<file path="src/rtl/control_fsm_if.sv">
// control_fsm_if: control-unit bundle between the FSM (master) and memory/datapath (slave).
interface control_fsm_if #(
    parameter int WIDTH         = 16,
    parameter int ALU_CONT_BITS = 6
);
    logic [WIDTH-1:0]         mem_rdata;
    logic                     mem_ack;
    logic [WIDTH-1:0]         psr;
    logic                     mem_req;
    logic                     mem_we;
    logic                     addr_sel;
    logic                     ir_we;
    logic [ALU_CONT_BITS-1:0] alu_cont;
    logic [1:0]               b_sel;
    logic [3:0]               ra_addr;
    logic [3:0]               rb_addr;
    logic                     rf_we;
    logic [1:0]               wb_sel;
    logic                     psr_we;
    logic                     pc_en;
    logic [1:0]               pc_src;

    modport master (
        input  mem_rdata, mem_ack, psr,
        output mem_req, mem_we, addr_sel, ir_we, alu_cont, b_sel, ra_addr, rb_addr,
               rf_we, wb_sel, psr_we, pc_en, pc_src
    );

    modport slave (
        output mem_rdata, mem_ack, psr,
        input  mem_req, mem_we, addr_sel, ir_we, alu_cont, b_sel, ra_addr, rb_addr,
               rf_we, wb_sel, psr_we, pc_en, pc_src
    );
endinterface

</file>
<file path="src/rtl/control_fsm.sv">
// control_fsm: multicycle fetch/decode/exec/mem/wb control unit for the 16-bit datapath.
module control_fsm #(
    parameter int WIDTH         = 16,
    parameter int ALU_CONT_BITS = 6
) (
    input  logic          clk,
    input  logic          reset,
    control_fsm_if.master bus
);
    typedef enum logic [2:0] {FETCH, DECODE, EXEC, MEM, WB} state_t;

    state_t           state_q, state_d;
    logic [WIDTH-1:0] ir_q;
    logic             run_q;
    logic [3:0]       op, rd, ext, code;
    logic             rtype, imm, lui, lsh, lshi, alu_op, cmp;
    logic             load, stor, jal, jcond, bcond, taken, ack;
    logic             c, l, f, z, n;
    logic [15:0]      conds;
    logic             unused_psr;

    assign op    = ir_q[15:12];
    assign rd    = ir_q[11:8];
    assign ext   = ir_q[7:4];
    assign code  = (op == 4'h0) ? ext : op;
    assign rtype = (op == 4'h0) && (ext inside {4'h1, 4'h2, 4'h3, 4'h5, 4'h6, 4'h9, 4'hB, 4'hD});
    assign imm   = op inside {4'h1, 4'h2, 4'h3, 4'h5, 4'h6, 4'h9, 4'hB, 4'hD};
    assign lui   = op == 4'hF;
    assign lsh   = (op == 4'h8) && (ext == 4'h4);
    assign lshi  = (op == 4'h8) && (ext[3:1] == 3'b000);
    assign alu_op = rtype || imm || lui || lsh || lshi;
    assign cmp   = (rtype || imm) && (code == 4'hB);
    assign load  = (op == 4'h4) && (ext == 4'h0);
    assign stor  = (op == 4'h4) && (ext == 4'h4);
    assign jal   = (op == 4'h4) && (ext == 4'h8);
    assign jcond = (op == 4'h4) && (ext == 4'hC);
    assign bcond = op == 4'hC;

    assign c = bus.psr[0];
    assign l = bus.psr[2];
    assign f = bus.psr[5];
    assign z = bus.psr[6];
    assign n = bus.psr[7];
    assign unused_psr = ^{bus.psr[WIDTH-1:8], bus.psr[4:3], bus.psr[1]};
    // Indexed by the 4-bit condition code: bit 15 = never, bit 14 = always.
    assign conds = {1'b0, 1'b1, n | z, !n & !z, l | z, !l & !z, !f, f,
                    !n, n, !l, l, !c, c, !z, z};
    assign taken = conds[rd];
    // run_q holds outputs low for the cycle after a reset edge, so acks there are ignored.
    assign ack   = bus.mem_ack && run_q;

    always_comb begin
        state_d      = state_q;
        bus.mem_req  = 1'b0;
        bus.mem_we   = 1'b0;
        bus.addr_sel = 1'b0;
        bus.ir_we    = 1'b0;
        bus.alu_cont = '0;
        bus.b_sel    = 2'd0;
        bus.rf_we    = 1'b0;
        bus.wb_sel   = 2'd0;
        bus.psr_we   = 1'b0;
        bus.pc_en    = 1'b0;
        bus.pc_src   = 2'd0;
        bus.ra_addr  = rd;
        bus.rb_addr  = ir_q[3:0];
        case (state_q)
            FETCH: begin
                bus.mem_req = run_q;
                bus.ir_we   = ack;
                state_d     = ack ? DECODE : FETCH;
            end
            DECODE: state_d = EXEC;
            EXEC: begin
                state_d      = (load || stor) ? MEM : FETCH;
                bus.pc_en    = !(load || stor);
                bus.alu_cont = lui ? ALU_CONT_BITS'(6'h3F) :
                               (lsh || lshi) ? ALU_CONT_BITS'(6'h07) :
                               jal ? ALU_CONT_BITS'(6'h0D) :
                               alu_op ? ALU_CONT_BITS'(code) : '0;
                bus.b_sel    = (lui || (imm && op inside {4'h1, 4'h2, 4'h3})) ? 2'd2 :
                               (imm || lshi) ? 2'd1 : 2'd0;
                bus.rf_we    = (alu_op && !cmp) || jal;
                bus.psr_we   = (rtype || imm) && (code inside {4'h5, 4'h9, 4'hB});
                bus.wb_sel   = jal ? 2'd2 : 2'd0;
                bus.pc_src   = (jal || (jcond && taken)) ? 2'd1 :
                               (bcond && taken) ? 2'd2 : 2'd0;
            end
            MEM: begin
                bus.mem_req  = 1'b1;
                bus.addr_sel = 1'b1;
                bus.mem_we   = stor;
                bus.pc_en    = ack && stor;
                state_d      = !ack ? MEM : load ? WB : FETCH;
            end
            WB: begin
                bus.rf_we  = 1'b1;
                bus.wb_sel = 2'd1;
                bus.pc_en  = 1'b1;
                state_d    = FETCH;
            end
            default: state_d = FETCH;
        endcase
    end

    always_ff @(posedge clk) begin
        if (!reset) begin
            state_q <= FETCH;
            ir_q    <= '0;
            run_q   <= 1'b0;
        end else begin
            state_q <= state_d;
            run_q   <= 1'b1;
            if (bus.ir_we) ir_q <= bus.mem_rdata;
        end
    end
endmodule

</file>
<file path="src/flat_wrapper.sv">
// flat-port wrapper written by rule: the top's interface ports become plain ports
module control_fsm_flat 
#(
    parameter int WIDTH         = 16,
    parameter int ALU_CONT_BITS = 6
)
  (clk, reset, bus_mem_rdata, bus_mem_ack, bus_psr, bus_mem_req, bus_mem_we, bus_addr_sel, bus_ir_we, bus_alu_cont, bus_b_sel, bus_ra_addr, bus_rb_addr, bus_rf_we, bus_wb_sel, bus_psr_we, bus_pc_en, bus_pc_src);
  control_fsm_if #(.WIDTH(WIDTH), .ALU_CONT_BITS(ALU_CONT_BITS)) bus_i ();
  input  logic clk;
  input  logic reset;
  input wire logic [$bits(bus_i.mem_rdata)-1:0] bus_mem_rdata;
  input wire logic [$bits(bus_i.mem_ack)-1:0] bus_mem_ack;
  input wire logic [$bits(bus_i.psr)-1:0] bus_psr;
  output wire logic [$bits(bus_i.mem_req)-1:0] bus_mem_req;
  output wire logic [$bits(bus_i.mem_we)-1:0] bus_mem_we;
  output wire logic [$bits(bus_i.addr_sel)-1:0] bus_addr_sel;
  output wire logic [$bits(bus_i.ir_we)-1:0] bus_ir_we;
  output wire logic [$bits(bus_i.alu_cont)-1:0] bus_alu_cont;
  output wire logic [$bits(bus_i.b_sel)-1:0] bus_b_sel;
  output wire logic [$bits(bus_i.ra_addr)-1:0] bus_ra_addr;
  output wire logic [$bits(bus_i.rb_addr)-1:0] bus_rb_addr;
  output wire logic [$bits(bus_i.rf_we)-1:0] bus_rf_we;
  output wire logic [$bits(bus_i.wb_sel)-1:0] bus_wb_sel;
  output wire logic [$bits(bus_i.psr_we)-1:0] bus_psr_we;
  output wire logic [$bits(bus_i.pc_en)-1:0] bus_pc_en;
  output wire logic [$bits(bus_i.pc_src)-1:0] bus_pc_src;
  assign bus_i.mem_rdata = bus_mem_rdata;
  assign bus_i.mem_ack = bus_mem_ack;
  assign bus_i.psr = bus_psr;
  assign bus_mem_req = bus_i.mem_req;
  assign bus_mem_we = bus_i.mem_we;
  assign bus_addr_sel = bus_i.addr_sel;
  assign bus_ir_we = bus_i.ir_we;
  assign bus_alu_cont = bus_i.alu_cont;
  assign bus_b_sel = bus_i.b_sel;
  assign bus_ra_addr = bus_i.ra_addr;
  assign bus_rb_addr = bus_i.rb_addr;
  assign bus_rf_we = bus_i.rf_we;
  assign bus_wb_sel = bus_i.wb_sel;
  assign bus_psr_we = bus_i.psr_we;
  assign bus_pc_en = bus_i.pc_en;
  assign bus_pc_src = bus_i.pc_src;
  control_fsm #(.WIDTH(WIDTH), .ALU_CONT_BITS(ALU_CONT_BITS)) u_core (.clk(clk), .reset(reset), .bus(bus_i));
endmodule
</file>
<file path="config.mk">
export PLATFORM = sky130hd
export DESIGN_NAME = control_fsm_flat
export DESIGN_NICKNAME = d
export VERILOG_FILES = /design/src/rtl/control_fsm_if.sv /design/src/rtl/control_fsm.sv /design/src/flat_wrapper.sv
export SDC_FILE = /design/constraint.sdc
export NUM_CORES = 1
export LEC_CHECK = 0
export BUFFER_PORTS_ARGS = -buffer_cell sky130_fd_sc_hd__buf_4
export CORE_ASPECT_RATIO = 0.7
export CORE_UTILIZATION = 45
export DETAILED_ROUTE_END_ITERATION = 10
export HOLD_SLACK_MARGIN = 0.02
export PLACE_DENSITY_LB_ADDON = 0.1
export SETUP_SLACK_MARGIN = 0.4
export SLEW_MARGIN = 5
export SYNTH_ARGS = -nofsm -noshare
export SYNTH_HDL_FRONTEND = slang
export SYNTH_SLANG_ARGS = --single-unit
export TNS_END_PERCENT = 5
</file>
<file path="constraint.sdc">
create_clock -name clk -period 2.2 [get_ports clk]
set_input_delay 0.22 -clock clk [delete_from_list [all_inputs] [get_ports clk]]
set_output_delay 0.22 -clock clk [all_outputs]
set_load 0.01 [all_outputs]
</file>
==> Word level (Yosys, flattened, before mapping) <==
Index checks and enable logic that the tools add are counted.
{ "word_totals": {"register_bits": 20, "inputBits": 35, "out_inout_bits": 27, "wordCells": 107} }
{ "op_classes": {"n_lt_le_gt_ge": 1, "n_eq_ne": 30, "muxes": 29, "n_bitwise": 4, "n_reduce_logical": 40} }
{ "op_table": {"columns": ["op", "count"], "rows": [
  ["$eq 4x4->1 const B", 13],
  ["$eq 4x3->1 const B", 7],
  ["$mux 6", 4],
  ["$eq 4x2->1 const B", 4],
  ["$reduce_bool 8->1", 2],
  ["$logic_and 1x1->1", 15],
  ["$mux 2", 7],
  ["$pmux 3 s4", 1],
  ["$logic_or 1x1->1", 10],
  ["$eq 4x1->1 const B", 2],
  ["$logic_not 4->1", 2],
  ["$mux 1", 8],
  ["$mux 4", 2],
  ["$logic_not 1->1", 7],
  ["$eq 3x2->1 const B", 2],
  ["$logic_not 3->1", 2],
  ["$mux 3", 2],
  ["$reduce_bool 3->1", 2],
  ["$lt 4x5->1 const B", 1],
  ["$bmux 1 s4", 1],
  ["$pmux 1 s2", 2],
  ["$pmux 2 s2", 1],
  ["$eq 3x1->1 const B", 1],
  ["$eq 3x3->1 const B", 1],
  ["3 further kinds", 5]
]} }

==> Logic depth before layout (Yosys ltp) <==
Gate-level depths: netlist of run 1.
{ "logic_depth": {"word_depth": 12, "depth_mapped": 7, "ltp_nobuf": 5} }

==> Worst setup path after synthesis of run 1 <==
OpenSTA, ideal clock, no wires.
{ "synth_path": {"path_type": "register to output", "from": "register u_core.ir_q[12]", "to": "output bus_pc_en", "arrival_ps": 1626, "t_required_ps": 1980, "path_slack_ps": 354, "path_stages_with_launch": 6, "n_path_buf": 1, "path_cell_list": "dfxtp_1 -> buf_2 -> or3_1 -> nor3_4 -> mux2_1 -> o21ai_1"} }
{ "synth_between": {"elab_chain_len": 5, "elab_cells_between_ends": 7, "classes_between": "1 x eq/ne; 1 x mux; 5 x reduce/logical"} }
{ "synth_rtl": {"columns": ["item", "line", "source"], "rows": [
  ["from (decl)", "control_fsm.sv:13", "logic [WIDTH-1:0] ir_q;"],
  ["from (signal assigned)", "control_fsm.sv:114", "if (bus.ir_we) ir_q <= bus.mem_rdata;"],
  ["$eq 4x3->1 (*)", "control_fsm.sv:33, control_fsm.sv:34", null],
  ["$logic_and 1x1->1, on equally long branches", "control_fsm.sv:33, control_fsm.sv:34", null],
  ["$logic_or 1x1->1", "control_fsm.sv:76", "bus.pc_en = !(load || stor);"],
  ["$logic_not 1->1", "control_fsm.sv:76", null],
  ["$pmux 1 s3 (*)", "control_fsm.sv:67", "case (state_q)"],
  ["to (decl)", "flat_wrapper.sv:25", "output wire logic [$bits(bus_i.pc_en)-1:0] bus_pc_en;"]
]} }
Mark *: on every way between the ends. The rest lies on a longest branch, timed or not.

==> Worst setup path in the final report of run 1 <==
{ "layout_path": {"from": "register u_core.ir_q[7]", "to": "output bus_rf_we"} }
{ "layout_between": {"elab_chain_len": 10, "elab_cells_between_ends": 27, "classes_between": "11 x eq/ne; 2 x mux; 14 x reduce/logical"} }
{ "layout_rtl": {"columns": ["item", "line", "source"], "rows": [
  ["$eq 4x1->1 (tied with other cells)", "control_fsm.sv:26", "assign rtype = (op == 4'h0) && (ext inside {4'h1, 4'h2, 4'h3, 4'h5, 4'h6, 4'h9, 4'hB, 4'hD});"],
  ["$reduce_bool 8->1", "control_fsm.sv:26", null],
  ["$logic_and 1x1->1", "control_fsm.sv:26", null],
  ["$logic_or 1x1->1", "control_fsm.sv:31, control_fsm.sv:32", null],
  ["$logic_or 1x1->1 (3 in a row)", "control_fsm.sv:31", "assign alu_op = rtype || imm || lui || lsh || lshi;"],
  ["$logic_and 1x1->1", "control_fsm.sv:83", "bus.rf_we = (alu_op && !cmp) || jal;"],
  ["$logic_or 1x1->1 (*)", "control_fsm.sv:83", null],
  ["$pmux 1 s2 (*)", "control_fsm.sv:67", null],
  ["to (decl)", "flat_wrapper.sv:22", "output wire logic [$bits(bus_i.rf_we)-1:0] bus_rf_we;"]
]} }
Marks and branches as above.

==> impl_metrics.xml, run 1 <==
<?xml version="1.0" encoding="UTF-8"?>
<metrics>
  <group name="power_and_ir_drop">
    <metric name="pwr-share-clk" unit="%">37.4</metric>
    <metric name="p_comb_share" unit="%">22.4</metric>
    <metric name="internal_power" unit="mW">0.730</metric>
    <metric name="switching_power" unit="mW">0.259</metric>
    <metric name="sw_frac_of_total" unit="%">26.2</metric>
    <metric name="seq_power_share" unit="%">40.2</metric>
    <metric name="power_leakage" unit="nW">0.809</metric>
    <metric name="power_density" unit="nW/um^2">511</metric>
    <metric name="max-vdd-ir-drop" unit="mV">0.492</metric>
  </group>
  <group name="synth">
    <metric name="post_syn_instances" unit="">190</metric>
    <metric name="synth.cell_area" unit="um^2">1390</metric>
    <metric name="synth.most_common_cell" unit="">sky130_fd_sc_hd__nand2_1</metric>
    <metric name="postSynth.asyncResetShare" unit="%">0</metric>
    <metric name="yosys_warnings" unit="">0</metric>
    <metric name="syn_area_per_cell" unit="um^2">7.30</metric>
    <metric name="synth-edff-count" unit="">0</metric>
    <metric name="ys_seq_elements" unit="">20</metric>
    <metric name="postSynthNetCount" unit="">225</metric>
    <metric name="ys_dominant_reg_cell" unit="">sky130_fd_sc_hd__dfxtp_1</metric>
    <metric name="synth_largest_area_cell" unit="">sky130_fd_sc_hd__dfxtp_1</metric>
    <metric name="synth_top_area_share" unit="%">28.9</metric>
    <metric name="ys_types" unit="">48</metric>
    <metric name="ys_seq_area_share" unit="%">28.9</metric>
    <metric name="synth_area_leaders" unit="">sky130_fd_sc_hd__dfxtp_1 29%, sky130_fd_sc_hd__nand2_1 11%, sky130_fd_sc_hd__a21oi_1 8.3%</metric>
    <metric name="synth.top_cells.by_count" unit="">40 x sky130_fd_sc_hd__nand2_1, 23 x sky130_fd_sc_hd__a21oi_1, 20 x sky130_fd_sc_hd__dfxtp_1</metric>
  </group>
  <group name="sta">
    <metric name="max_clock_freq" unit="MHz">486</metric>
    <metric name="fin_worst_skew" unit="ns">0.00289</metric>
    <metric name="final.setup.tns" unit="ns">0</metric>
    <metric name="drv_slew" unit="">0</metric>
    <metric name="unrepaired_setup_endpoints_after_global_routing" unit="">yes</metric>
    <metric name="post-route-min-period" unit="ns">2.06</metric>
    <metric name="worst_hold_slack" unit="ns">0.0744</metric>
    <metric name="period_share" unit="%">93.6</metric>
    <metric name="timing_hold_violations_final" unit="">0</metric>
    <metric name="setup_viol" unit="">0</metric>
    <metric name="slew_headroom" unit="%">66.1</metric>
    <metric name="worst_slew_pin_slew" unit="ns">0.505</metric>
  </group>
  <group name="global_route">
    <metric name="grt_remaining_overflow" unit="">0</metric>
    <metric name="grt_start_max_net_pins" unit="">18</metric>
    <metric name="first_global_vias" unit="">1352</metric>
    <metric name="grt_pass1_wl" unit="mm">6.27</metric>
    <metric name="global_route.usage.total" unit="%">24.8</metric>
    <metric name="initial_antenna_violation_count" unit="">0</metric>
  </group>
  <group name="floorplan">
    <metric name="initial_core_util" unit="%">48.4</metric>
    <metric name="die_w" unit="um">68.3</metric>
    <metric name="die_height" unit="um">48.4</metric>
    <metric name="die_area" unit="um^2">3310</metric>
    <metric name="io_pins" unit="">62</metric>
    <metric name="fp-row-count" unit="">16</metric>
    <metric name="fp.coreArea" unit="um^2">2860</metric>
  </group>
  <group name="critical_path">
    <metric name="reg2regPathDepth" unit="">5</metric>
    <metric name="critPathRequiredTime" unit="ns">1.98</metric>
    <metric name="capture_instance_of_the_worst_register_to_register_path" unit="">u_core.ir_q[11]</metric>
    <metric name="start_kind" unit="">flop</metric>
    <metric name="timing.rr.start" unit="">u_core.state_q[0]</metric>
    <metric name="path_max_fanout" unit="">5</metric>
    <metric name="setup.reg_to_reg.worst_slack" unit="ns">0.60</metric>
    <metric name="cp-end-kind" unit="">output port</metric>
    <metric name="worstPathArrival" unit="ns">1.84</metric>
    <metric name="critical_path_class" unit="">flop to output port</metric>
  </group>
  <group name="route">
    <metric name="vias" unit="">1569</metric>
    <metric name="detailedRoute.firstIterationViolations" unit="">131</metric>
    <metric name="drt_pass1_iterations" unit="">4</metric>
    <metric name="route.detailed.wl_per_inst" unit="um">14.5</metric>
    <metric name="totalWireLength" unit="mm">4.00</metric>
    <metric name="detail_route.vias_per_cell" unit="">5.71</metric>
    <metric name="drc" unit="">0</metric>
    <metric name="ant_nets" unit="">0</metric>
  </group>
  <group name="placed_design">
    <metric name="place.port_buffers" unit="">50</metric>
    <metric name="place.gp.congestion" unit="">0.824</metric>
    <metric name="detailed_place_hpwl" unit="mm">2.84</metric>
    <metric name="placed_cell_area" unit="um^2">1750</metric>
    <metric name="dp_cells" unit="">265</metric>
  </group>
  <group name="cts">
    <metric name="postCtsHoldBufs" unit="">0</metric>
    <metric name="ctsLongestPathBuffers" unit="">2</metric>
    <metric name="clock-root-buffer" unit="">sky130_fd_sc_hd__clkbuf_8</metric>
    <metric name="cts-htree-levels" unit="">1</metric>
    <metric name="cts_tree" unit="">built</metric>
    <metric name="cts.sink_count" unit="">20</metric>
    <metric name="cts_buffers" unit="">3</metric>
    <metric name="cts.reportedPaths.clkPinSlew" unit="ns">0.08</metric>
    <metric name="insertion_delay" unit="ns">0.26</metric>
  </group>
  <group name="cells_and_area">
    <metric name="post_route_cells_drive_above_1_share" unit="%">39.3</metric>
    <metric name="final_design_area_no_fill" unit="um^2">1940</metric>
    <metric name="n_antenna_cell" unit="">0</metric>
    <metric name="area_delta_synth_final" unit="%">39.6</metric>
    <metric name="layoutNonFillerInstCount" unit="">275</metric>
    <metric name="layout.filler_cells" unit="">253</metric>
    <metric name="num-nets-final" unit="">275</metric>
  </group>
  <group name="outcome">
    <metric name="outcome" unit="">complete, no violations</metric>
  </group>
  <group name="flow_run">
    <metric name="timing.max_cap.violations" unit="">0</metric>
  </group>
  <group name="worst_hold_path">
    <metric name="min_delay_worst_endpoint" unit="">u_core.run_q</metric>
    <metric name="timing.hold.worst.start" unit="">reset</metric>
    <metric name="min_path_type" unit="">primary input to flop</metric>
    <metric name="holdPathStages" unit="">1</metric>
  </group>
</metrics>
worst max path at each step:
stage / start / endpoint / slack, ns / cells after the start
2_1_floorplan: u_core.ir_q[12] / bus_pc_en / 0.42 / 5
3_3_place_gp: u_core.ir_q[13] / bus_rf_we / 0.31 / 5
3_5_place_dp: u_core.ir_q[13] / bus_rf_we / 0.30 / 5
4_1_cts: u_core.ir_q[5] / bus_pc_en / 0.15 / 5
5_1_grt: u_core.state_q[2] / bus_rf_we / 0.06 / 5
6_report: u_core.ir_q[7] / bus_rf_we / 0.14 / 5
cells in the final DEF (no fill, tap or decap), types with 2 or more instances in the layout:
cell / count
sky130_fd_sc_hd__nor2_1: 11
sky130_fd_sc_hd__nor4b_1: 3
sky130_fd_sc_hd__buf_4: 67
sky130_fd_sc_hd__nor3_1: 6
sky130_fd_sc_hd__nand3_1: 4
sky130_fd_sc_hd__nand4_1: 4
sky130_fd_sc_hd__dfxtp_4: 4
sky130_fd_sc_hd__clkbuf_8: 3
sky130_fd_sc_hd__dfxtp_1: 13
sky130_fd_sc_hd__nand2b_1: 3
sky130_fd_sc_hd__dfxtp_2: 3
sky130_fd_sc_hd__nor4_1: 4
sky130_fd_sc_hd__a21oi_1: 23
sky130_fd_sc_hd__nor2b_1: 4
sky130_fd_sc_hd__or3b_4: 2
sky130_fd_sc_hd__o31ai_4: 2
sky130_fd_sc_hd__inv_1: 2
sky130_fd_sc_hd__nand2_1: 40
sky130_fd_sc_hd__o21ai_0: 6
sky130_fd_sc_hd__a21boi_0: 2
sky130_fd_sc_hd__nor3b_1: 4
per-stage QoR:
stage          util, %  setup WS [ns]  total power, mW
2_1_floorplan        -          0.420            0.534
3_3_place_gp      61.2          0.313            0.599
3_5_place_dp      61.2          0.302            0.606
4_1_cts           67.3          0.146            0.987
5_1_grt           67.6         0.0574             1.03
6_report          67.6          0.141            0.989
cells by family (layout without fill, tap and decap cells):
| family | count (synthesis) | after routing | synth area share, % |
|---|---|---|---|
| simple gates | 96 | 96 | 37.1 |
| flops | 20 | 20 | 28.9 |
| mux | 2 | 2 | 1.53 |
| compound gates | 46 | 46 | 20.5 |
| buf+inv | 26 | 75 | 12.0 |
worst max-delay path: stages (launching register included):
cell and delay, ns:
sky130_fd_sc_hd__dfxtp_2 0.37, sky130_fd_sc_hd__or4_4 0.56, sky130_fd_sc_hd__o31ai_4 0.24, sky130_fd_sc_hd__a31oi_2 0.14, sky130_fd_sc_hd__o211ai_1 0.12, sky130_fd_sc_hd__buf_4 0.15
power by group through the flow:
stage,Clock (mW),Combinational (mW),Sequential [mW]
after global routing,0.391,0.241,0.400
after CTS,0.373,0.217,0.396
after detailed placement,0,0.198,0.408
final,0.370,0.221,0.397
after floorplan,0,0.134,0.400
after global placement,0,0.193,0.406
area by class of cell:
cell class	count	area [um^2]	area share [%]
repair buffers	67	503	26.0
clock buffers	3	41.3	2.13
flip-flops and latches	20	419	21.7
inverters	4	20.0	1.03
multi-input cells	144	877	45.3
well taps	36	45.0	2.33
clock inverters	1	30.0	1.55
per-layer routing:
metal  vias up  GRT usage [%]  part of all wire (%)
met5         -              0                     0
met4         0           4.51                  0.78
met3         4           5.42                   9.0
met2        80           41.2                    48
met1       720           32.7                    43
li1        765              -                     -
registers in the layout (all words and copies together), names as in the netlist:
signal and count:
u_core.ir_q 16, u_core.state_q 3, u_core.run_q 1
what timing repair did:
action	CTS	global route
pin swaps	6	0
buffers inserted	6	0
endpoints found under the hold margin	0	0
setup endpoints to repair	12	14
resized for setup	18	1
(Power assumes the default switching activity.)
==> run 2, diff against run 1 <==
--- a/config.mk
+++ b/config.mk
@@ -9,6 +9,7 @@
 export CORE_ASPECT_RATIO = 0.7
 export CORE_UTILIZATION = 45
 export DETAILED_ROUTE_END_ITERATION = 10
+export GPL_TIMING_DRIVEN = 0
 export HOLD_SLACK_MARGIN = 0.02
 export PLACE_DENSITY_LB_ADDON = 0.1
 export SETUP_SLACK_MARGIN = 0.4
==> run 2 against run 1 <==
Global-route usage is 2.7 points lower. Setup slack got worse by 0.051 ns. Hold slack gained 0.011 ns. Flip-flop and latch count did not move. Power fell by 9.1%. Via count shrank 4.1%. Register-to-register slack gained 0.02 ns. Clock skew barely moved. First-iteration DRC count fell by 27%. Wire length shrank 13%. Largest cell class unchanged.
==> impl_metrics.xml, run 2 (same netlist as run 1, synthesis figures left out) <==
<?xml version="1.0" encoding="UTF-8"?>
<metrics>
  <group name="sta">
    <metric name="post-route-min-period" unit="ns">2.11</metric>
    <metric name="max_clock_freq" unit="MHz">474</metric>
    <metric name="setup_viol" unit="">0</metric>
    <metric name="period_share" unit="%">95.9</metric>
    <metric name="unrepaired_setup_endpoints_after_global_routing" unit="">yes</metric>
    <metric name="drv_slew" unit="">0</metric>
    <metric name="timing_hold_violations_final" unit="">0</metric>
    <metric name="worst_slew_pin_slew" unit="ns">0.467</metric>
    <metric name="fin_worst_skew" unit="ns">0.00318</metric>
    <metric name="worst_hold_slack" unit="ns">0.0858</metric>
    <metric name="slew_headroom" unit="%">68.8</metric>
    <metric name="final.setup.tns" unit="ns">0</metric>
  </group>
  <group name="global_route">
    <metric name="grtUsageMet1" unit="%">31.5</metric>
    <metric name="grt_start_max_net_pins" unit="">12</metric>
    <metric name="grt_pass1_wl" unit="mm">5.64</metric>
    <metric name="first_global_vias" unit="">1280</metric>
    <metric name="grt-busiest-layer" unit="">met2</metric>
    <metric name="groute.layer.met3.usage" unit="%">5.90</metric>
    <metric name="grt_remaining_overflow" unit="">0</metric>
    <metric name="initial_antenna_violation_count" unit="">0</metric>
    <metric name="grtUsageMet2" unit="%">32.5</metric>
    <metric name="global_route.usage.total" unit="%">22.0</metric>
  </group>
  <group name="cts">
    <metric name="cts_buffers" unit="">3</metric>
    <metric name="cts.reportedPaths.clkPinSlew" unit="ns">0.08</metric>
    <metric name="postCtsHoldBufs" unit="">0</metric>
    <metric name="cts_tree" unit="">built</metric>
    <metric name="insertion_delay" unit="ns">0.26</metric>
    <metric name="cts.sink_count" unit="">20</metric>
    <metric name="clock-root-buffer" unit="">sky130_fd_sc_hd__clkbuf_8</metric>
    <metric name="cts-htree-levels" unit="">1</metric>
    <metric name="ctsLongestPathBuffers" unit="">2</metric>
  </group>
  <group name="cells_and_area">
    <metric name="layout.filler_cells" unit="">276</metric>
    <metric name="final_standard_cell_utilization_of_the_core" unit="%">67.6</metric>
    <metric name="reg_top3" unit="">u_core.ir_q (16), u_core.state_q (3), u_core.run_q (1)</metric>
    <metric name="post_route_cells_drive_above_1_share" unit="%">37.6</metric>
    <metric name="final_common_cell" unit="">sky130_fd_sc_hd__buf_4</metric>
    <metric name="n_antenna_cell" unit="">0</metric>
    <metric name="layout_common_cells" unit="">61 x sky130_fd_sc_hd__buf_4, 40 x sky130_fd_sc_hd__nand2_1, 23 x sky130_fd_sc_hd__a21oi_1</metric>
    <metric name="final_design_area_no_fill" unit="um^2">1930</metric>
    <metric name="num-nets-final" unit="">281</metric>
    <metric name="number_of_flip_flops_under_the_largest_register_name" unit="">16</metric>
    <metric name="area_delta_synth_final" unit="%">39.5</metric>
    <metric name="top_register" unit="">u_core.ir_q</metric>
  </group>
  <group name="critical_path">
    <metric name="reg2regPathDepth" unit="">6</metric>
    <metric name="critical_path.top_delay_family" unit="">simple AND/OR/NAND/NOR gates</metric>
    <metric name="worstPathArrival" unit="ns">1.89</metric>
    <metric name="cp-end-kind" unit="">output port</metric>
    <metric name="critical_path_buffers_and_inverters" unit="">2</metric>
    <metric name="capture_instance_of_the_worst_register_to_register_path" unit="">u_core.ir_q[2]</metric>
    <metric name="critical_path_class" unit="">flop to output port</metric>
    <metric name="path_max_fanout" unit="">9</metric>
    <metric name="setup.reg_to_reg.worst_slack" unit="ns">0.62</metric>
    <metric name="timing.critical_path.cells" unit="">buf_6 &gt; or3_4 &gt; nor3_4 &gt; mux2_4 &gt; o21ai_2 &gt; buf_4</metric>
    <metric name="cp_num_cells" unit="">6</metric>
    <metric name="critPathRequiredTime" unit="ns">1.98</metric>
    <metric name="timing.rr.start" unit="">u_core.state_q[1]</metric>
    <metric name="start_kind" unit="">flop</metric>
    <metric name="slowest_stage" unit="">sky130_fd_sc_hd__or3_4</metric>
    <metric name="max_stage_delay" unit="ns">0.42</metric>
  </group>
  <group name="floorplan">
    <metric name="die_area" unit="um^2">3310</metric>
    <metric name="die_height" unit="um">48.4</metric>
    <metric name="initial_core_util" unit="%">48.4</metric>
    <metric name="io_pins" unit="">62</metric>
    <metric name="fp-row-count" unit="">16</metric>
    <metric name="fp.coreArea" unit="um^2">2860</metric>
    <metric name="die_w" unit="um">68.3</metric>
  </group>
  <group name="worst_hold_path">
    <metric name="min_delay_worst_endpoint" unit="">u_core.run_q</metric>
    <metric name="min_path_type" unit="">primary input to flop</metric>
    <metric name="timing.hold.worst.start" unit="">reset</metric>
    <metric name="holdPathStages" unit="">1</metric>
  </group>
  <group name="route">
    <metric name="ant_nets" unit="">0</metric>
    <metric name="detail_route.vias_per_cell" unit="">5.35</metric>
    <metric name="totalWireLength" unit="mm">3.48</metric>
    <metric name="detailedRoute.firstIterationViolations" unit="">95</metric>
    <metric name="route.detailed.wl_per_inst" unit="um">12.4</metric>
    <metric name="vias" unit="">1504</metric>
    <metric name="drc" unit="">0</metric>
    <metric name="drt_pass1_iterations" unit="">4</metric>
  </group>
  <group name="power_and_ir_drop">
    <metric name="max-vdd-ir-drop" unit="mV">0.378</metric>
    <metric name="power_leakage" unit="nW">0.815</metric>
    <metric name="power_density" unit="nW/um^2">464</metric>
  </group>
  <group name="flow_run">
    <metric name="timing.max_cap.violations" unit="">0</metric>
  </group>
  <group name="placed_design">
    <metric name="place.gp.congestion" unit="">0.857</metric>
    <metric name="placed_cell_area" unit="um^2">1820</metric>
    <metric name="place.port_buffers" unit="">50</metric>
    <metric name="detailed_place_hpwl" unit="mm">2.57</metric>
  </group>
  <group name="outcome">
    <metric name="outcome" unit="">complete, no violations</metric>
  </group>
</metrics>
-- run 2: worst register-to-register path, stage by stage (launching register included) --
cell and delay (ns):
sky130_fd_sc_hd__dfxtp_1 0.31, sky130_fd_sc_hd__buf_6 0.13, sky130_fd_sc_hd__or4_1 0.51, sky130_fd_sc_hd__buf_4 0.18, sky130_fd_sc_hd__buf_2 0.19, sky130_fd_sc_hd__nand2_1 0.09
sky130_fd_sc_hd__a21oi_1 0.06
-- run 2: what timing repair did --
action                                 in CTS  in global routing
pin swaps                                   3                  1
setup endpoints to repair                  15                 16
resized for setup                          11                  4
setup buffers                               1                  0
endpoints found under the hold margin       0                  0
-- run 2: final cells by class --
class,count,area (um^2),area share (%)
buffer,22,154,7.96
clock buffer,4,55.1,2.85
inverter,4,20.0,1.03
multi-input combinational,144,873,45.1
sequential,20,404,20.9
tap,36,45.0,2.33
timing repair buffer,51,383,19.8
-- run 2: worst max-delay path by stage --
stage | startpoint | end | slack [ns]
4_1_cts | u_core.ir_q[12] | bus_pc_en | 0.07
2_1_floorplan | u_core.ir_q[12] | bus_pc_en | 0.42
3_3_place_gp | u_core.ir_q[12] | bus_pc_en | 0.23
6_report | u_core.ir_q[12] | bus_pc_en | 0.09
5_1_grt | u_core.ir_q[7] | bus_rf_we | 0.02
3_5_place_dp | u_core.ir_q[12] | bus_pc_en | 0.23
-- run 2: routing by layer --
layer / vias to the layer above / wire (um)
li1: 777 / -
met1: 661 / 1700
met2: 64 / 1500
met3: 2 / 269
met4: 0 / 12
met5: - / 0
-- run 2: per-stage QoR --
stage | std cells | power [mW] | setup WS (ns)
floorplan | 190 | 0.534 | 0.420
global placement | 276 | 0.609 | 0.229
detailed placement | 276 | 0.611 | 0.231
CTS | 281 | 0.902 | 0.0708
global route | 281 | 0.944 | 0.0219
finish | 281 | 0.898 | 0.0905
-- run 2: where the power goes --
part | total [mW] | switching (mW) | internal (mW)
clock | 0.281 | 0.122 | 0.159
sequential | 0.398 | 0.0189 | 0.379
combinational | 0.219 | 0.107 | 0.112
total | 0.898 | 0.248 | 0.650
==> run 3, diff against run 2 <==
--- a/config.mk
+++ b/config.mk
@@ -11,7 +11,7 @@
 export DETAILED_ROUTE_END_ITERATION = 10
 export GPL_TIMING_DRIVEN = 0
 export HOLD_SLACK_MARGIN = 0.02
-export PLACE_DENSITY_LB_ADDON = 0.1
+export PLACE_DENSITY = 0.84
 export SETUP_SLACK_MARGIN = 0.4
 export SLEW_MARGIN = 5
 export SYNTH_ARGS = -nofsm -noshare
==> constraint.sdc (replaced) <==
create_clock -name clk -period 2.6 [get_ports clk]
set_input_delay 0.26 -clock clk [delete_from_list [all_inputs] [get_ports clk]]
set_output_delay 0.26 -clock clk [all_outputs]
set_load 0.01 [all_outputs]
==> run 3 against run 2 <==
Power shrank 8.1%. Sequential power shrank 16%. Critical path depth shrank 1. Combinational power shrank 19%. Setup slack gained 0.28 ns. Die area is the same. Register-to-register slack gained 0.36 ns. Sequential share of layout area grew 0.16 points. Hold slack gained 0.030 ns. Flip-flop and latch count is the same. Utilization shrank 0.92 points.
==> impl_metrics.xml, run 3 (same netlist as run 1, synthesis figures left out) <==
<?xml version="1.0" encoding="UTF-8"?>
<metrics>
  <group name="outcome">
    <metric name="outcome" unit="">complete, no violations</metric>
  </group>
  <group name="sta">
    <metric name="setup_viol" unit="">0</metric>
    <metric name="timing_hold_violations_final" unit="">0</metric>
    <metric name="unrepaired_setup_endpoints_after_global_routing" unit="">yes</metric>
    <metric name="post-route-min-period" unit="ns">2.23</metric>
    <metric name="max_clock_freq" unit="MHz">449</metric>
    <metric name="final.setup.tns" unit="ns">0</metric>
    <metric name="slew_headroom" unit="%">70.6</metric>
    <metric name="period_share" unit="%">85.7</metric>
    <metric name="worst_slew_pin_slew" unit="ns">0.441</metric>
    <metric name="drv_slew" unit="">0</metric>
    <metric name="fin_worst_skew" unit="ns">0.00539</metric>
  </group>
  <group name="placed_design">
    <metric name="detailed_place_hpwl" unit="mm">2.59</metric>
    <metric name="dp_cells" unit="">276</metric>
    <metric name="place.port_buffers" unit="">50</metric>
    <metric name="place.gp.congestion" unit="">0.886</metric>
  </group>
  <group name="route">
    <metric name="drc" unit="">0</metric>
    <metric name="totalWireLength" unit="mm">3.50</metric>
    <metric name="detail_route.vias_per_cell" unit="">5.42</metric>
    <metric name="detailedRoute.firstIterationViolations" unit="">161</metric>
    <metric name="route.detailed.wl_per_inst" unit="um">12.5</metric>
    <metric name="top_signal_layer_used" unit="">met4</metric>
    <metric name="met2_length" unit="mm">1.46</metric>
    <metric name="drt_pass1_iterations" unit="">4</metric>
    <metric name="m1WireLength" unit="mm">1.70</metric>
    <metric name="met3RoutedLength" unit="um">324</metric>
    <metric name="vias" unit="">1523</metric>
    <metric name="ant_nets" unit="">0</metric>
  </group>
  <group name="critical_path">
    <metric name="reg2regPathDepth" unit="">7</metric>
    <metric name="worstPathArrival" unit="ns">1.97</metric>
    <metric name="critPathRequiredTime" unit="ns">2.34</metric>
    <metric name="critical_path_class" unit="">flop to output port</metric>
    <metric name="cp-end-kind" unit="">output port</metric>
    <metric name="start_kind" unit="">flop</metric>
    <metric name="path_max_fanout" unit="">7</metric>
  </group>
  <group name="cts">
    <metric name="cts.sink_count" unit="">20</metric>
    <metric name="cts_buffers" unit="">3</metric>
    <metric name="ctsLongestPathBuffers" unit="">2</metric>
    <metric name="postCtsHoldBufs" unit="">0</metric>
    <metric name="cts.reportedPaths.clkPinSlew" unit="ns">0.08</metric>
    <metric name="cts_tree" unit="">built</metric>
    <metric name="cts-htree-levels" unit="">1</metric>
    <metric name="insertion_delay" unit="ns">0.26</metric>
    <metric name="clock-root-buffer" unit="">sky130_fd_sc_hd__clkbuf_8</metric>
  </group>
  <group name="power_and_ir_drop">
    <metric name="p_comb_share" unit="%">21.5</metric>
    <metric name="pwr-share-clk" unit="%">37.7</metric>
    <metric name="switching_power" unit="mW">0.209</metric>
    <metric name="seq_power_share" unit="%">40.7</metric>
    <metric name="sw_frac_of_total" unit="%">25.4</metric>
    <metric name="internal_power" unit="mW">0.616</metric>
    <metric name="power_density" unit="nW/um^2">433</metric>
    <metric name="power_leakage" unit="nW">0.807</metric>
    <metric name="max-vdd-ir-drop" unit="mV">0.306</metric>
  </group>
  <group name="cells_and_area">
    <metric name="num-nets-final" unit="">281</metric>
    <metric name="multi_input_area" unit="um^2">840</metric>
    <metric name="top_register" unit="">u_core.ir_q</metric>
    <metric name="post_route_cells_drive_above_1_share" unit="%">35.1</metric>
    <metric name="final_common_cell" unit="">sky130_fd_sc_hd__buf_4</metric>
    <metric name="layout_common_cells" unit="">61 x sky130_fd_sc_hd__buf_4, 40 x sky130_fd_sc_hd__nand2_1, 23 x sky130_fd_sc_hd__a21oi_1</metric>
    <metric name="layout.filler_cells" unit="">269</metric>
    <metric name="reg_top3" unit="">u_core.ir_q (16), u_core.state_q (3), u_core.run_q (1)</metric>
    <metric name="number_of_flip_flops_under_the_largest_register_name" unit="">16</metric>
    <metric name="area_delta_synth_final" unit="%">37.6</metric>
    <metric name="layoutNonFillerInstCount" unit="">281</metric>
    <metric name="regArea" unit="um^2">402</metric>
    <metric name="n_antenna_cell" unit="">0</metric>
    <metric name="final_standard_cell_utilization_of_the_core" unit="%">66.7</metric>
  </group>
  <group name="worst_hold_path">
    <metric name="holdPathStages" unit="">1</metric>
    <metric name="min_path_type" unit="">primary input to flop</metric>
  </group>
  <group name="floorplan">
    <metric name="die_area" unit="um^2">3310</metric>
    <metric name="fp.coreArea" unit="um^2">2860</metric>
    <metric name="initial_core_util" unit="%">48.4</metric>
    <metric name="die_w" unit="um">68.3</metric>
    <metric name="fp-row-count" unit="">16</metric>
    <metric name="die_height" unit="um">48.4</metric>
    <metric name="io_pins" unit="">62</metric>
  </group>
  <group name="flow_run">
    <metric name="timing.max_cap.violations" unit="">0</metric>
  </group>
  <group name="global_route">
    <metric name="grt_remaining_overflow" unit="">0</metric>
    <metric name="grt_pass1_wl" unit="mm">5.62</metric>
    <metric name="initial_antenna_violation_count" unit="">0</metric>
    <metric name="first_global_vias" unit="">1277</metric>
    <metric name="grt_start_max_net_pins" unit="">13</metric>
    <metric name="global_route.usage.total" unit="%">22.0</metric>
  </group>
</metrics>
run 3: changes by cell type in the layout (fill, tap and decap cells not counted), sizes merged:
cell / previous run / this run
bufinv: 0 / 1
clkbuf: 10 / 9
run 3: critical path, stage by stage, from the launching register on:
cell and delay [ns]:
sky130_fd_sc_hd__dfxtp_1 0.47, sky130_fd_sc_hd__or3b_1 0.46, sky130_fd_sc_hd__nor3_4 0.17, sky130_fd_sc_hd__mux2_1 0.34, sky130_fd_sc_hd__o21ai_1 0.13, sky130_fd_sc_hd__buf_4 0.13
run 3: area by class of cell:
class	instances	share of cell area, %
Multi-Input combinational cell	144	44.0
Clock buffer	3	2.16
Tap cell	36	2.36
Clock inverter	1	1.57
Buffer	22	7.74
Timing Repair Buffer	51	20.1
Sequential cell	20	21.0
Inverter	4	1.05
run 3: final timing paths:
kind                      from         endpoint  slack [ns]
min                      reset     u_core.run_q        0.12
min reg2reg     u_core.ir_q[2]   u_core.ir_q[2]        0.46
max reg2reg  u_core.state_q[1]  u_core.ir_q[14]        0.98
max            u_core.ir_q[14]        bus_pc_en        0.37
run 3: what timing repair did:
action	4_1_cts	5_1_grt
gates cloned	0	0
setup endpoints to repair	7	9
gates resized for setup	4	3
pin swaps	1	0
buffers inserted	1	0
run 3: power by group through the flow:
stage               logic [mW]  registers (mW)  clock network (mW)
finish                   0.178           0.336               0.312
global route             0.195           0.338               0.333
CTS                      0.176           0.335               0.318
detailed placement       0.171           0.342                   0
global placement         0.171           0.342                   0
floorplan                0.111           0.338                   0
run 3: layer usage:
metal	up-vias	GRT usage [%]
met4	0	5.90
met3	2	6.37
met1	671	33.8
met2	72	29.1
met5	-	0
li1	778	-
run 3: metrics by stage:
stage	cell area (um^2)	setup slack [ns]	hold WS [ns]	total power, mW
floorplan	1390	0.714	0.288	0.449
global placement	1810	0.571	0.389	0.513
detailed placement	1810	0.573	0.386	0.514
CTS	1900	0.361	0.113	0.830
global route	1910	0.278	0.111	0.866
finish	1910	0.373	0.116	0.825
